<file path="src/rtl/weight_tile_streamer_pkg.sv">
// Shared accelerator definitions for the weight tile streamer: default widths,
// the tile array type and the run-control state encoding.
package weight_tile_streamer_pkg;

    localparam int DEFAULT_DATA_WIDTH = 8;
    localparam int DEFAULT_TILE_SIZE  = 32;
    localparam int DIM_WIDTH          = 10;

    typedef logic signed [DEFAULT_DATA_WIDTH-1:0] tile_t [0:DEFAULT_TILE_SIZE-1];

    typedef enum logic [1:0] {
        S_IDLE,
        S_FETCH,
        S_DRAIN,
        S_DONE
    } stream_state_t;

endpackage

</file>
<file path="src/rtl/weight_tile_streamer_pingpong_buffer.sv">
// Two tile-sized banks: one is filled element by element while the other is
// offered downstream; per-bank full flags arbitrate ownership.
module tile_pingpong_buffer
    import weight_tile_streamer_pkg::*;
#(
    parameter int  DATA_WIDTH = DEFAULT_DATA_WIDTH,
    parameter int  TILE_SIZE  = DEFAULT_TILE_SIZE,
    localparam int IDX_WIDTH  = (TILE_SIZE > 1) ? $clog2(TILE_SIZE) : 1
) (
    input  logic                         clk,
    input  logic                         reset_n,
    input  logic                         wr_en,
    input  logic [IDX_WIDTH-1:0]         wr_idx,
    input  logic signed [DATA_WIDTH-1:0] wr_data,
    input  logic                         wr_last,
    input  logic                         rd_pop,
    output logic [1:0]                   full,
    output logic                         rd_sel,
    output logic signed [DATA_WIDTH-1:0] rd_tile [0:TILE_SIZE-1]
);

    logic signed [DATA_WIDTH-1:0] bank [0:1][0:TILE_SIZE-1];
    logic                         wr_sel;

    always_ff @(posedge clk or negedge reset_n) begin
        if (!reset_n) begin
            // NOTE: the banks are reset (not left undefined) because the offered tile must read all-zero out of reset.
            for (int b = 0; b < 2; b++) begin
                for (int i = 0; i < TILE_SIZE; i++) begin
                    bank[b][i] <= '0;
                end
            end
        end else if (wr_en) begin
            bank[wr_sel][wr_idx] <= wr_data;
        end
    end

    // A bank being written is never full, so a completing write and a pop never target the same flag.
    always_ff @(posedge clk or negedge reset_n) begin
        if (!reset_n) begin
            full   <= '0;
            wr_sel <= 1'b0;
            rd_sel <= 1'b0;
        end else begin
            // NOTE: non-blocking assignments so every flag update sees the pre-edge values of the others.
            if (wr_en && wr_last) begin
                full[wr_sel] <= 1'b1;
                wr_sel       <= ~wr_sel;
            end
            if (rd_pop) begin
                full[rd_sel] <= 1'b0;
                rd_sel       <= ~rd_sel;
            end
        end
    end

    always_comb begin
        for (int i = 0; i < TILE_SIZE; i++) begin
            rd_tile[i] = bank[rd_sel][i];
        end
    end

endmodule

</file>
<file path="src/rtl/weight_tile_streamer.sv">
// Streams a rows x cols weight matrix from element-addressed memory as
// zero-padded TILE_SIZE tiles, row-major, through a ping-pong tile buffer.
module weight_tile_streamer
    import weight_tile_streamer_pkg::*;
#(
    parameter int DATA_WIDTH = DEFAULT_DATA_WIDTH,
    parameter int TILE_SIZE  = DEFAULT_TILE_SIZE,
    parameter int ADDR_WIDTH = 16
) (
    input  logic                         clk,
    input  logic                         reset_n,
    input  logic                         start,
    input  logic [ADDR_WIDTH-1:0]        base_addr,
    input  logic [DIM_WIDTH-1:0]         rows,
    input  logic [DIM_WIDTH-1:0]         cols,
    output logic                         busy,
    output logic                         done,
    output logic                         mem_rd_en,
    output logic [ADDR_WIDTH-1:0]        mem_addr,
    input  logic signed [DATA_WIDTH-1:0] mem_rdata,
    output logic                         w_valid,
    input  logic                         w_ready,
    output logic signed [DATA_WIDTH-1:0] w_tile_out [0:TILE_SIZE-1]
);

    localparam int IDX_WIDTH = (TILE_SIZE > 1) ? $clog2(TILE_SIZE) : 1;
    localparam int COL_WIDTH = $clog2((1 << DIM_WIDTH) + TILE_SIZE);

    stream_state_t state, state_nxt;

    logic [DIM_WIDTH-1:0] rows_q, cols_q, row_cnt;
    logic [COL_WIDTH-1:0] col_cnt;
    logic [IDX_WIDTH-1:0] elem_idx;
    logic                 iss_sel;

    // One-cycle slot pipeline aligning each slot with its read data.
    logic                 p_valid, p_pad, p_last;
    logic [IDX_WIDTH-1:0] p_idx;

    logic                         just_xfer, running, issue_ok, slot_is_read;
    logic                         tile_end, row_end, last_slot;
    logic [1:0]                   buf_full;
    logic                         buf_rd_sel;
    logic signed [DATA_WIDTH-1:0] fill_data;

    assign running = (state == S_FETCH) || (state == S_DRAIN);

    // The cycle after a transfer is always blank, even if the other bank is ready.
    assign w_valid = running && w_ready && buf_full[buf_rd_sel] && !just_xfer;

    // A slot may target the bank being popped this very cycle.
    assign issue_ok     = (state == S_FETCH) &&
                          (!buf_full[iss_sel] || (w_valid && (buf_rd_sel == iss_sel)));
    assign slot_is_read = col_cnt < COL_WIDTH'(cols_q);
    assign tile_end     = elem_idx == IDX_WIDTH'(TILE_SIZE - 1);
    assign row_end      = tile_end && ((col_cnt + COL_WIDTH'(1)) >= COL_WIDTH'(cols_q));
    assign last_slot    = row_end && (row_cnt == rows_q - DIM_WIDTH'(1));
    assign mem_rd_en    = issue_ok && slot_is_read;
    assign fill_data    = p_pad ? '0 : mem_rdata;

    always_ff @(posedge clk or negedge reset_n) begin
        if (!reset_n) state <= S_IDLE;
        else          state <= state_nxt;
    end

    always_comb begin
        // NOTE: every output gets a default first so no branch can infer a latch.
        state_nxt = state;
        busy      = 1'b0;
        done      = 1'b0;
        case (state)
            S_IDLE: begin
                if (start) state_nxt = (rows == '0 || cols == '0) ? S_DONE : S_FETCH;
            end
            S_FETCH: begin
                busy = 1'b1;
                if (issue_ok && last_slot) state_nxt = S_DRAIN;
            end
            S_DRAIN: begin
                busy = 1'b1;
                if (w_valid && !p_valid && !buf_full[~buf_rd_sel]) state_nxt = S_DONE;
            end
            S_DONE: begin
                done      = 1'b1;
                state_nxt = S_IDLE;
            end
            default: state_nxt = S_IDLE;
        endcase
    end

    always_ff @(posedge clk or negedge reset_n) begin
        if (!reset_n) begin
            rows_q    <= '0;
            cols_q    <= '0;
            row_cnt   <= '0;
            col_cnt   <= '0;
            elem_idx  <= '0;
            iss_sel   <= 1'b0;
            mem_addr  <= '0;
            p_valid   <= 1'b0;
            p_pad     <= 1'b0;
            p_last    <= 1'b0;
            p_idx     <= '0;
            just_xfer <= 1'b0;
        end else begin
            just_xfer <= w_valid;
            p_valid   <= 1'b0;
            if (state == S_IDLE && start) begin
                rows_q   <= rows;
                cols_q   <= cols;
                mem_addr <= base_addr;
                row_cnt  <= '0;
                col_cnt  <= '0;
                elem_idx <= '0;
            end
            if (issue_ok) begin
                p_valid <= 1'b1;
                p_pad   <= !slot_is_read;
                p_idx   <= elem_idx;
                p_last  <= tile_end;
                if (slot_is_read) mem_addr <= mem_addr + ADDR_WIDTH'(1);
                if (tile_end)     iss_sel  <= ~iss_sel;
                if (row_end) begin
                    col_cnt  <= '0;
                    elem_idx <= '0;
                    row_cnt  <= row_cnt + DIM_WIDTH'(1);
                end else begin
                    col_cnt  <= col_cnt + COL_WIDTH'(1);
                    elem_idx <= tile_end ? '0 : elem_idx + IDX_WIDTH'(1);
                end
            end
        end
    end

    tile_pingpong_buffer #(
        .DATA_WIDTH (DATA_WIDTH),
        .TILE_SIZE  (TILE_SIZE)
    ) u_pingpong (
        .clk     (clk),
        .reset_n (reset_n),
        .wr_en   (p_valid),
        .wr_idx  (p_idx),
        .wr_data (fill_data),
        .wr_last (p_last),
        .rd_pop  (w_valid),
        .full    (buf_full),
        .rd_sel  (buf_rd_sel),
        .rd_tile (w_tile_out)
    );

endmodule

</file>
<file path="config.mk">
export PLATFORM = sky130hd
export DESIGN_NAME = weight_tile_streamer
export DESIGN_NICKNAME = d
export VERILOG_FILES = /design/src/rtl/weight_tile_streamer_pkg.sv /design/src/rtl/weight_tile_streamer_pingpong_buffer.sv /design/src/rtl/weight_tile_streamer.sv
export SDC_FILE = /design/constraint.sdc
export NUM_CORES = 1
export LEC_CHECK = 0
export ABC_AREA = 1
export CAP_MARGIN = 15
export CORE_ASPECT_RATIO = 0.7
export CORE_MARGIN = 2
export CORE_UTILIZATION = 55
export CTS_CLUSTER_DIAMETER = 80
export DETAILED_ROUTE_END_ITERATION = 8
export PLACE_DENSITY_LB_ADDON = 0.25
export SKIP_CTS_REPAIR_TIMING = 1
export SLEW_MARGIN = 20
export SYNTH_ARGS = -nofsm -noshare
export SYNTH_HDL_FRONTEND = slang
export SYNTH_HIERARCHICAL = 1
export SYNTH_SLANG_ARGS = --single-unit
</file>
<file path="constraint.sdc">
create_clock -name clk -period 4.77 [get_ports clk]
set_input_delay 1.431 -clock clk [delete_from_list [all_inputs] [get_ports clk]]
set_output_delay 1.431 -clock clk [all_outputs]
set_load 0.01 [all_outputs]
</file>
==> flow_summary_export.csv <==
group,metric,value,unit
power_and_ir_drop,power_report.internal_total,12.8,mW
sta,setup_viol,0,
synth,mappedNetlistArea,28300,um^2
global_route,globalRoute.totalOverflow,0,
power_and_ir_drop,power_frac_clock,20.7,%
synth,ys_seq_area_share,52.1,%
synth,synth_cells,3693,
sta,hold_violations,0,
power_and_ir_drop,static-leakage-power,16.6,nW
sta,timing.fmax,218,MHz
detailed_routing,drt_drc_violations_left,0,
sta,worst_clock_skew_on_the_final_layout,0.0160,ns
synth,synth.lib_cells_used.distinct,42,
placement,hpwlAfterDp,50.1,mm
synth,synth_enable_flop_cells,0,
floorplanning,start_util,55.7,%
hold_path,min-delay-path-class,"flop to flop",
power_and_ir_drop,power-per-cell-area,645,nW/um^2
cts,worst_skew_pair.late_latency,0.59,ns
detailed_routing,post_dr_wirelength_cell,17.7,um
detailed_routing,detail-route-antenna-nets,0,
synth,ys_ff_latch,590,
detailed_routing,wirelength,81.5,mm
finish,drive_above_1_share,5.59,%
critical_path,register_to_register_setup_slack,1.78,ns
global_route,grt_antenna_before_repair,0,
power_and_ir_drop,seq_power_share,31.5,%
power_and_ir_drop,power.net_switching,9.06,mW
critical_path,worst-endpoint-required,3.34,ns
power_and_ir_drop,comb_power_share,47.8,%
global_route,global_route_wire_length_before_repair,132,mm
cts,clk_path_buf_depth,3,
synth,portion_of_synthesized_cell_area_occupied_by_the_leading_cell_type,52.1,%
floorplanning,design.die.area,53400,um^2
floorplanning,std_cell_rows,69,
synth,post_synth.cell_area_avg,7.68,um^2
detailed_routing,firstDrtPassIters,6,
sta,worstMarginPinSlew,1.08,ns
cts,clkTransAtPathRegs,0.06,ns
synth,syn_nets,3772,
cts,cts_inserted_buffers,55,
global_route,grt_max_degree,146,
cts,cts_tree,"yes",
cts,clock-sinks,590,
synth,synth_warnings,6,
finish,filler_cells,4239,
global_route,first_global_vias,24410,
synth,synth_common_cells,"sky130_fd_sc_hd__nand2_1 (1876), sky130_fd_sc_hd__dfrtp_1 (590), sky130_fd_sc_hd__nand3_1 (370)",
detailed_routing,routed_via_density,5.56,
power_and_ir_drop,netSwitchingFraction,41.4,%
finish,ff_latch_area,14800,um^2
synth,ys_dominant_reg_cell,"sky130_fd_sc_hd__dfrtp_1",
finish,final_cell_area,34000,um^2
cts,clock-root-buffer,"sky130_fd_sc_hd__clkbuf_16",
sta,finalMaxSlewViolations,0,
critical_path,timing.setup.critical_path_class,"primary input to primary output",
status,status,"finished clean",
finish,num_antenna_cells,0,
floorplanning,dieWidth,275,um
sta,maxSlewHeadroom,27.7,%
synth,asyncSetResetFlopFracSynth,100,%
placement,dpl-instance-area,32100,um^2
sta,finalCritPeriodShare,96.0,%
synth,yosysTopAreaCell,"sky130_fd_sc_hd__dfrtp_1",
sta,grt_setup_unrepaired,"no",
global_route,grt_util_all_layers,30.8,%
sta,finalWorstPathRequiredPeriod,4.58,ns
detailed_routing,detailroute.via_count,25643,
placement,gp_congestion,0.852,
synth,synthTopCellsByArea,"sky130_fd_sc_hd__dfrtp_1 (52%), sky130_fd_sc_hd__nand2_1 (25%), sky130_fd_sc_hd__nand3_1 (6.5%), sky130_fd_sc_hd__nand4_1 (3.0%), sky130_fd_sc_hd__o21ai_0 (2.4%)",
detailed_routing,drtIter0Drc,2812,
power_and_ir_drop,post-layout-total-power,21.9,mW
finish,num-nets-final,3973,
critical_path,critical_path_arrival,3.15,ns
critical_path,cp-start-kind,"primary input",
finish,fin_util,66.8,%
sta,setup_tns,0,ns
floorplanning,floorplan.die.height,194,um
cts,htreeDepth,2,
finish,syn_to_final_growth,19.9,%
synth,synth.most_common_cell,"sky130_fd_sc_hd__nand2_1",
critical_path,path_max_fanout,3,
floorplanning,coreArea,50900,um^2
critical_path,end_kind,"primary output",
run,number_of_maximum_capacitance_violations,0,
placement,placement.io_buffers,323,
floorplanning,boundaryPins,324,
power_and_ir_drop,max-vdd-ir-drop,0.454,mV
finish,multiInputGateArea,12200,um^2
[registers in the layout, indices dropped and copies added (netlist names), 5 cells and up]
register / cells
cols_q: 10
rows_q: 10
u_pingpong/bank: 512
mem_addr: 16
p_idx: 5
col_cnt: 11
elem_idx: 5
row_cnt: 10
[critical path: stages]
cell,delay (ns)
sky130_fd_sc_hd__clkdlybuf4s50_1,0.46
sky130_fd_sc_hd__nand2_1,0.06
sky130_fd_sc_hd__nor2_2,0.13
sky130_fd_sc_hd__nand2_1,0.08
sky130_fd_sc_hd__nand2_2,0.09
sky130_fd_sc_hd__nand3_4,0.08
sky130_fd_sc_hd__inv_2,0.10
sky130_fd_sc_hd__nand4_4,0.10
sky130_fd_sc_hd__inv_2,0.10
sky130_fd_sc_hd__clkdlybuf4s50_1,0.53
[layout make-up]
class                           instances  area share [%]
Tap cell                              674            2.48
Sequential cell                       590            43.5
Inverter                              108            1.23
Multi-Input combinational cell       2757            36.0
Clock inverter                         24           0.821
Timing Repair Buffer                  382            11.3
Clock buffer                           76            4.61
[metal layers]
metal	GRT usage (%)	wire [um]	up-vias
met1	44.9	35700	12283
met4	9.43	2390	0
li1	-	-	12201
met2	47.3	36800	1008
met3	5.24	6520	151
met5	0	0	-
[per-stage QoR]
stage	instances	worst slack, ns	hold slack [ns]
4_1_cts	4611	0.180	0.473
6_report	4611	0.189	0.468
5_1_grt	4611	0.0918	0.487
2_1_floorplan	3693	1.08	0.442
3_5_place_dp	4511	0.180	0.458
3_3_place_gp	4511	0.196	0.453
[cells by family (layout without fill, tap and decap cells)]
| family | Yosys count | in the layout | share of synthesized area [%] |
|---|---|---|---|
| adder cells (fa/ha/maj) | 31 | 31 | 1.37 |
| buffers and inverters | 346 | 590 | 5.03 |
| XOR/XNOR | 32 | 32 | 0.989 |
| multiplexers | 1 | 1 | 0.0353 |
| AND/OR/NAND/NOR | 2499 | 2499 | 36.7 |
| flip-flops | 590 | 590 | 52.1 |
| AO/OA/AOI/OAI | 194 | 194 | 3.79 |
[layout by cell type (no fill, tap or decap), drive strengths merged]
cell,instances
a22oi,1
xor2,20
nand3,373
clkinv,16
o211ai,8
xnor2,12
bufinv,6
clkinvlp,2
inv,108
nor3b,1
o31ai,2
clkbuf,76
nor3,2
o21ai,152
o22ai,7
a31oi,4
ha,31
o21a,3
or2,6
nand4,136
clkdlybuf4s50,322
buf,60
mux2i,1
a21oi,17
and3,1
nand3b,2
nor4,5
nand2,1881
nor2,92
dfrtp,590
[power by group through the flow]
stage	registers, mW	logic (mW)	clock network [mW]
2_1_floorplan	6.73	5.68	0
3_3_place_gp	6.92	10.3	0
3_5_place_dp	6.94	10.4	0
4_1_cts	6.88	10.5	4.59
5_1_grt	7.04	11.5	4.81
6_report	6.90	10.5	4.54
[path summary, 6_finish.rpt]
kind,start,to,cells past startpoint
worst min-delay path,u_pingpong/bank[425]$_DFFE_PN0P_,u_pingpong/bank[425]$_DFFE_PN0P_,2
worst max-delay path,w_ready,mem_rd_en,10
worst max register to register,col_cnt[2]$_DFFE_PN0P_,state[0]$_DFFE_PN0P_,15
worst min register to register,u_pingpong/bank[425]$_DFFE_PN0P_,u_pingpong/bank[425]$_DFFE_PN0P_,2
max in group asynchronous,reset_n,u_pingpong/bank[369]$_DFFE_PN0P_,2
min in group asynchronous,reset_n,mem_addr[1]$_DFF_PN0_,1
Note: power is estimated with default switching activity, not from simulation.
